<file path="config.mk">
export PLATFORM = sky130hd
export DESIGN_NAME = ins_mem_loader
export DESIGN_NICKNAME = d
export VERILOG_FILES = /design/src/rtl/ins_mem_pkg.sv /design/src/rtl/ins_word_packer.sv /design/src/rtl/ins_mem_loader.sv
export SDC_FILE = /design/constraint.sdc
export NUM_CORES = 1
export LEC_CHECK = 0
export BUFFER_PORTS_ARGS = -buffer_cell sky130_fd_sc_hd__buf_2
export CORE_MARGIN = 2
export CORE_UTILIZATION = 48
export CTS_CLUSTER_SIZE = 25
export DETAILED_ROUTE_END_ITERATION = 8
export PLACE_DENSITY = 0.77
export SETUP_SLACK_MARGIN = 0.1
export SYNTH_ARGS = -nofsm -noshare
export SYNTH_HDL_FRONTEND = slang
export SYNTH_SLANG_ARGS = --single-unit
</file>
<file path="constraint.sdc">
create_clock -name CLK -period 3.2 [get_ports CLK]
set_clock_uncertainty 0.2 [all_clocks]
set_input_delay 0.96 -clock CLK [delete_from_list [all_inputs] [get_ports CLK]]
set_output_delay 0.96 -clock CLK [all_outputs]
set_load 0.005 [all_outputs]
</file>
<file path="src/rtl/ins_mem_pkg.sv">
// Shared definitions for the instruction-memory loader: FSM state encoding and word geometry.
// Optional build macro used by the loader: LOADER_CHECKSUM_EN.
package ins_mem_pkg;

  typedef enum logic [1:0] {
    IDLE    = 2'd0,
    COLLECT = 2'd1,
    WRITE   = 2'd2,
    FINISH  = 2'd3
  } state_t;

  localparam int unsigned WORD_BYTES = 4;
  localparam int unsigned WORD_W     = WORD_BYTES * 8;
  localparam int unsigned IDX_W      = $clog2(WORD_BYTES);

endpackage

</file>
<file path="src/rtl/ins_word_packer.sv">
// Big-endian byte-to-word packer: shifts bytes in MSB-first, tracks the byte index and
// flags a complete word until the loader drains it.
module ins_word_packer
  import ins_mem_pkg::*;
(
  input  logic              clk_i,
  input  logic              rst_i,
  input  logic              clear_i,
  input  logic              shift_i,
  input  logic              drain_i,
  input  logic [7:0]        byte_i,
  output logic [WORD_W-1:0] word_o,
  output logic              full_o,
  output logic              last_o
);

  logic [WORD_W-1:0] word_q, word_d;
  logic [IDX_W-1:0]  idx_q,  idx_d;
  logic              full_q, full_d;

  // High in the cycle the final byte of a word is being accepted.
  assign last_o = shift_i && (idx_q == IDX_W'(WORD_BYTES - 1));

  always_comb begin
    word_d = word_q;
    idx_d  = idx_q;
    full_d = full_q;
    if (clear_i) begin
      idx_d  = '0;
      full_d = 1'b0;
    end else if (shift_i) begin
      word_d = {word_q[WORD_W-9:0], byte_i};
      idx_d  = idx_q + IDX_W'(1);
      full_d = last_o;
    end else if (drain_i) begin
      full_d = 1'b0;
    end
  end

  always_ff @(posedge clk_i or posedge rst_i) begin
    if (rst_i) begin
      word_q <= '0;
      idx_q  <= '0;
      full_q <= 1'b0;
    end else begin
      word_q <= word_d;
      idx_q  <= idx_d;
      full_q <= full_d;
    end
  end

  assign word_o = word_q;
  assign full_o = full_q;

endmodule

</file>
<file path="src/rtl/ins_mem_loader.sv">
// Streams program bytes into instruction memory as big-endian 32-bit words at consecutive addresses.
// Define LOADER_CHECKSUM_EN to add the CHKSUM output (wrapping sum of acknowledged words).
module ins_mem_loader
  import ins_mem_pkg::*;
#(
  parameter int unsigned CNT_W = 16
) (
  input  logic             CLK,
  input  logic             RST,
  input  logic             START,
  input  logic [31:0]      BASE_ADR,
  input  logic [CNT_W-1:0] WORD_COUNT,
  input  logic [7:0]       BYTE_IN,
  input  logic             BYTE_VALID,
  output logic             BYTE_READY,
  output logic             WR_EN,
  output logic [31:0]      WR_ADR,
  output logic [31:0]      WR_DATA,
  input  logic             WR_ACK,
  output logic             BUSY,
  output logic             DONE
`ifdef LOADER_CHECKSUM_EN
  ,
  output logic [31:0]      CHKSUM
`endif
);

  state_t           state_q, state_d;
  logic [31:0]      adr_q,   adr_d;
  logic [CNT_W-1:0] cnt_q,   cnt_d;

  logic              start_acc;
  logic              ack_acc;
  logic              byte_take;
  logic [WORD_W-1:0] word;
  logic              word_full;
  logic              word_last;

  assign byte_take = BYTE_READY && BYTE_VALID;

  ins_word_packer u_packer (
    .clk_i   (CLK),
    .rst_i   (RST),
    .clear_i (start_acc),
    .shift_i (byte_take),
    .drain_i (ack_acc),
    .byte_i  (BYTE_IN),
    .word_o  (word),
    .full_o  (word_full),
    .last_o  (word_last)
  );

  always_comb begin
    state_d    = state_q;
    adr_d      = adr_q;
    cnt_d      = cnt_q;
    start_acc  = 1'b0;
    ack_acc    = 1'b0;
    BYTE_READY = 1'b0;
    DONE       = 1'b0;
    unique case (state_q)
      IDLE: begin
        if (START) begin
          start_acc = 1'b1;
          adr_d     = BASE_ADR;
          cnt_d     = WORD_COUNT;
          state_d   = (WORD_COUNT == '0) ? FINISH : COLLECT;
        end
      end
      COLLECT: begin
        BYTE_READY = 1'b1;
        if (word_last) state_d = WRITE;
      end
      WRITE: begin
        if (WR_ACK) begin
          ack_acc = 1'b1;
          adr_d   = adr_q + 32'd4;
          cnt_d   = cnt_q - CNT_W'(1);
          state_d = (cnt_q == CNT_W'(1)) ? FINISH : COLLECT;
        end
      end
      FINISH: begin
        DONE    = 1'b1;
        state_d = IDLE;
      end
      default: state_d = IDLE;
    endcase
  end

  always_ff @(posedge CLK or posedge RST) begin
    if (RST) begin
      state_q <= IDLE;
      adr_q   <= '0;
      cnt_q   <= '0;
    end else begin
      state_q <= state_d;
      adr_q   <= adr_d;
      cnt_q   <= cnt_d;
    end
  end

  // The full flag is always set on entry to WRITE; gating keeps WR_EN tied to a held word.
  assign WR_EN   = (state_q == WRITE) && word_full;
  assign WR_ADR  = adr_q;
  assign WR_DATA = word;
  assign BUSY    = (state_q != IDLE);

`ifdef LOADER_CHECKSUM_EN
  logic [31:0] chk_q;

  always_ff @(posedge CLK or posedge RST) begin
    if (RST) begin
      chk_q <= '0;
    end else if (start_acc) begin
      chk_q <= '0;
    end else if (ack_acc) begin
      chk_q <= chk_q + word;
    end
  end

  assign CHKSUM = chk_q;
`endif

endmodule
</file>
---- Word level (Yosys, flattened, before mapping) ----
Index checks and enable logic that the tools add are counted.
storage, ports and cells
  flip-flop bits (word level) ............. 85
  input port bits ......................... 61
  output and inout bits ................... 68
cells by class
  add/sub/neg operators ................... 3
  eq/ne operators ......................... 8
  mux-type cells .......................... 23
  bitwise gates (word level) .............. 1
  reductions and logical operators ........ 12
operators with widths
  kind                     number
  $mux W32                 2
  $pmux W32 S2             1
  $add A32 B3 Y32 const B  1
  $mux W16                 2
  $pmux W16 S2             1
  $eq A16 B1 Y1 const B    1
  $logic_not A16 Y1        1
  $sub A16 B1 Y16 const B  1
  $mux W2                  7
  $mux W1                  9
  $pmux W2 S4              1
  $eq A2 B2 Y1 const B     3
  $reduce_and A3 Y1        2
  $reduce_bool A2 Y1       3
  $ne A2 B2 Y1 const B     2
  $logic_and A1 B1 Y1      3
  $reduce_bool A3 Y1       1
  $add A2 B1 Y2 const B    1
  $eq A2 B1 Y1 const B     1
  $logic_not A2 Y1         1
  $ne A2 B1 Y1 const B     1
  $reduce_and A2 Y1        1
  $not A1 Y1               1

---- Longest topological paths before layout ----
  depth in word-level cells ............... 6
  mapped depth ............................ 7

---- Hierarchy ----
A second synthesis with hierarchy kept.
second synthesis, totals
  cell total of the unflattened synthesis .. 475
  area total of the unflattened synthesis .. 4,629.4 µm²
modules (own cells, without submodules)
  module           times used  cells an instance  area an instance (µm²)  sequential area each (µm²)
  ins_mem_loader   1           392                3,184.3                 1,251.2
  ins_word_packer  1           83                 1,445.1                 875.8

---- Worst setup path before layout ----
No wires, ideal clock.
  path kind ............................... input-to-reg
  start ................................... input port WR_ACK
  end ..................................... register adr_q[4], in the netlist WR_ADR[4]
  setup time .............................. 137 ps
  arrival time ............................ 2,117 ps
  required time ........................... 2,863 ps
  slack ................................... 746 ps
  stages .................................. 6
  buffers on the path ..................... 2
  cell sequence ........................... mux2i_1 -> or2_2 -> clkbuf_1 -> clkbuf_1 -> nor2_1 -> a2bb2oi_1
on the way
  cells in the longest elaborated chain, start to end .. 2
ends and longest elaborated chain
  element                             RTL line              source
  from (decl)                         ins_mem_loader.sv:19  input logic WR_ACK,
  $ne A2 B2 Y1 (no source line)       -
  $reduce_and A3 Y1 (no source line)  -
  to (signal assigned)                ins_mem_loader.sv:97  adr_q <= adr_d;
  to (decl)                           ins_mem_loader.sv:29  logic [31:0] adr_q, adr_d;
Every way passes these cells.
A chain may end at the register's enable or synchronous reset.

---- Final worst setup path ----
  start ................................... register state_q[0]
  end ..................................... output port BYTE_READY
on the way
  cells in the longest elaborated chain, start to end .. 2
ends and longest elaborated chain
  element                 RTL line              source
  from (decl)             ins_mem_loader.sv:28  state_t state_q, state_d;
  from (signal assigned)  ins_mem_loader.sv:96  state_q <= state_d;
  $eq A2 B1 Y1            ins_mem_loader.sv:61  unique case (state_q)
  $mux W1                 ins_mem_loader.sv:61
  to (decl)               ins_mem_loader.sv:15  output logic BYTE_READY,
Every way passes these cells.

==> results_dict.tcl <==
set metrics [dict create \
    grt_pass1_vias 4301 \
    synthArstFlopShare_pct 100 \
    grtUsageMet1_pct 33.4 \
    drt_wl_total_microns 12900 \
    io_buffers 128 \
    cts_buffers 9 \
    fin_crit_sh_pct 86.7 \
    die_height_microns 103 \
    fmax_mhz 360 \
    clock_sinks 85 \
    hpwl_microns 9110 \
    worst_slew_pin_slew_ns 0.868 \
    ys.flop_type "dfrtp_1" \
    die_area_sq_mm 0.0106 \
    setup_tns_ns 0 \
    via_per_inst 5.98 \
    synth-edff-count 0 \
    ctsResizeCount 0 \
    ys_warn_count 0 \
    firstDrtPassIters 5 \
    end_kind "primary output" \
    die_w_microns 103 \
    power_density_mw_per_mm2 943 \
    antenna_found_initial 0 \
    vias 4478 \
    synthCells 496 \
    drive_gt1_share_pct 33.1 \
    busiest_layer "met2" \
    cts.clk_slew.worst_paths_ns 0.09 \
    cts_tree "built" \
    core_sq_mm 0.00964 \
    clock_latency_ns 0.38 \
    grt_overflow_total 0 \
    io_pins 129 \
    synthSimpleGateAreaFrac_pct 22.5 \
    hold_path.class "flop to flop" \
    yosysSeqAreaShare_pct 45.3 \
    std_cell_rows 36 \
    power_leakage_uw 0.00244 \
    antenna_cells 0 \
    drtIter0Drc 326 \
    grt_pass1_wl_microns 21000 \
    irDropWorstVdd_mv 0.495 \
    ant_nets 0 \
    grt_max_degree 37 \
    root_buffer "clkbuf_8" \
    relSlewSlack_pct 41.6 \
    post_synth_mux_area_share_pct 8.10 \
    grt_usage_pct 25.4 \
    final_util_pct 58.7 \
    post-cts-setup-buffers 0 \
    synth_area_leaders "dfrtp_1 45%, mux2_2 7.7%, a21oi_1 3.2%, nand2_1 2.9%, o21ai_0 2.9%" \
    wire_per_inst_microns 17.3 \
    cts_buffer_depth 2 \
    cts.hold.buffers_added 0 \
    gr-usage-met2_pct 40.6 \
    syn_nets 561 \
    syn_avg_cell_area_sq_um 9.47 \
    synth_compound_area_share_pct 19.1 \
    initial_core_util_pct 48.7 \
    globalplace.congestion 0.918 \
    synth_top_area_share_pct 45.3 \
    startpoint_type "flop" \
    cts_max_level 3 \
    ys_types 55 \
    synth_fa_ha_area_share_pct 1.07 \
    status "finished clean" \
    synth_top_family_by_area "simple AND/OR/NAND/NOR gates" \
    drc 0 \
    rsz0062_at_grt "false" \
    final_nets 676 \
    hold_violations 0 \
    setup_violations 0 \
    final_cell_mix "128 x buf_2, 85 x dfrtp_1, 36 x nand2_1" \
    path_class "flop to primary output" \
    required_ns 2.04 \
    max-cap-violations 0 \
    synth_seq_cells 85 \
    crit_fanout 20 \
    synth_xor_area_share_pct 0 \
    mostFrequentLayoutCell "buf_2" \
    timing.final.crit_period_ns 2.78 \
    synth_area_leader_cell "dfrtp_1" \
    crit_arrival_ns 1.62 \
    maxSlewViolCount 0 \
    synth.cell_area_sq_mm 0.00470 \
    areaGrowthSynthToFinish_pct 20.5 \
    use_met3_pct 6.24 \
]
[cells in the mapped netlist (all sizes together), types with 2 or more instances]
cell / number
o22ai: 10
a41o: 3
ha: 4
or3b: 2
and2: 8
o21ai: 27
and4: 7
and3: 6
o311ai: 3
o22a: 2
nand2: 36
mux2i: 2
nor2: 35
nand2b: 2
nand3: 20
clkbuf: 27
a31oi: 6
nor2b: 2
a22oi: 4
o32ai: 2
inv: 10
a21oi: 30
buf: 10
nor4b: 7
nor3: 14
mux2: 32
a32oi: 2
or2: 3
a2bb2oi: 8
or4: 8
o2bb2ai: 3
nand4: 12
nor4: 19
or3: 7
dfrtp: 85
a211oi: 10
a311oi: 9
o211ai: 5
a31o: 3
[area by class of cell]
| cell class | count | area (sq um) |
|---|---|---|
| Sequential cell | 85 | 2130 |
| Inverter | 10 | 41.3 |
| Multi-Input combinational cell | 364 | 2390 |
| Timing Repair Buffer | 141 | 751 |
| Clock buffer | 9 | 124 |
| Tap cell | 133 | 166 |
| Clock inverter | 7 | 56.3 |
| Fill cell | 892 | 3980 |
[final timing paths]
kind                              end  slack (ns)        from  depth (start not counted)
setup / recovery           BYTE_READY        0.42  state_q[0]                          2
hold / removal              WR_ADR[0]        0.28   WR_ADR[0]                          2
setup reg to reg           WR_ADR[30]        0.71   WR_ADR[2]                          5
hold reg to reg             WR_ADR[0]        0.28   WR_ADR[0]                          2
max in group asynchronous  WR_ADR[28]        1.58         RST                          3
min in group asynchronous  WR_ADR[12]        0.43         RST                          2
[critical path, cell delays in order (launching register included)]
cell and delay (ns):
dfrtp_1 0.74, nor2b_1 0.33, buf_2 0.17
[registers in the layout (all words and copies together), names as in the netlist]
register / count
state_q: 2
WR_ADR: 32
cnt_q: 16
u_packer.full_o: 1
u_packer.idx_q: 2
u_packer.word_o: 32
[report_power, final]
group	internal [uW]	total, uW	switching, uW
Combinational	1140	2340	1200
Sequential	1620	2270	656
Clock	295	730	436
[kinds of logic after synthesis]
kind of cell    after synthesis
fa+ha+maj                     4
flops                        85
buf+inv                      47
simple gates                192
compound gates              134
mux                          34
[metal layers]
layer  wire, microns  share of wire (%)
met1            5540                 43
met5               0                  0
met4             169                1.3
met2            6280                 49
met3             959                7.4
[through the flow]
step                area, sq um  power (uW)  worst slack (ns)  cells  hold WS (ns)
floorplan                  4700        3670             0.746    496         0.267
global placement           5480        4510             0.435    733         0.256
CTS                        5660        5340             0.426    749         0.284
detailed placement         5480        4600             0.389    733         0.261
finish                     5660        5340             0.425    749         0.281
global route               5660        5800             0.283    749         0.312
No activity file was read; power rests on OpenSTA's default activity.
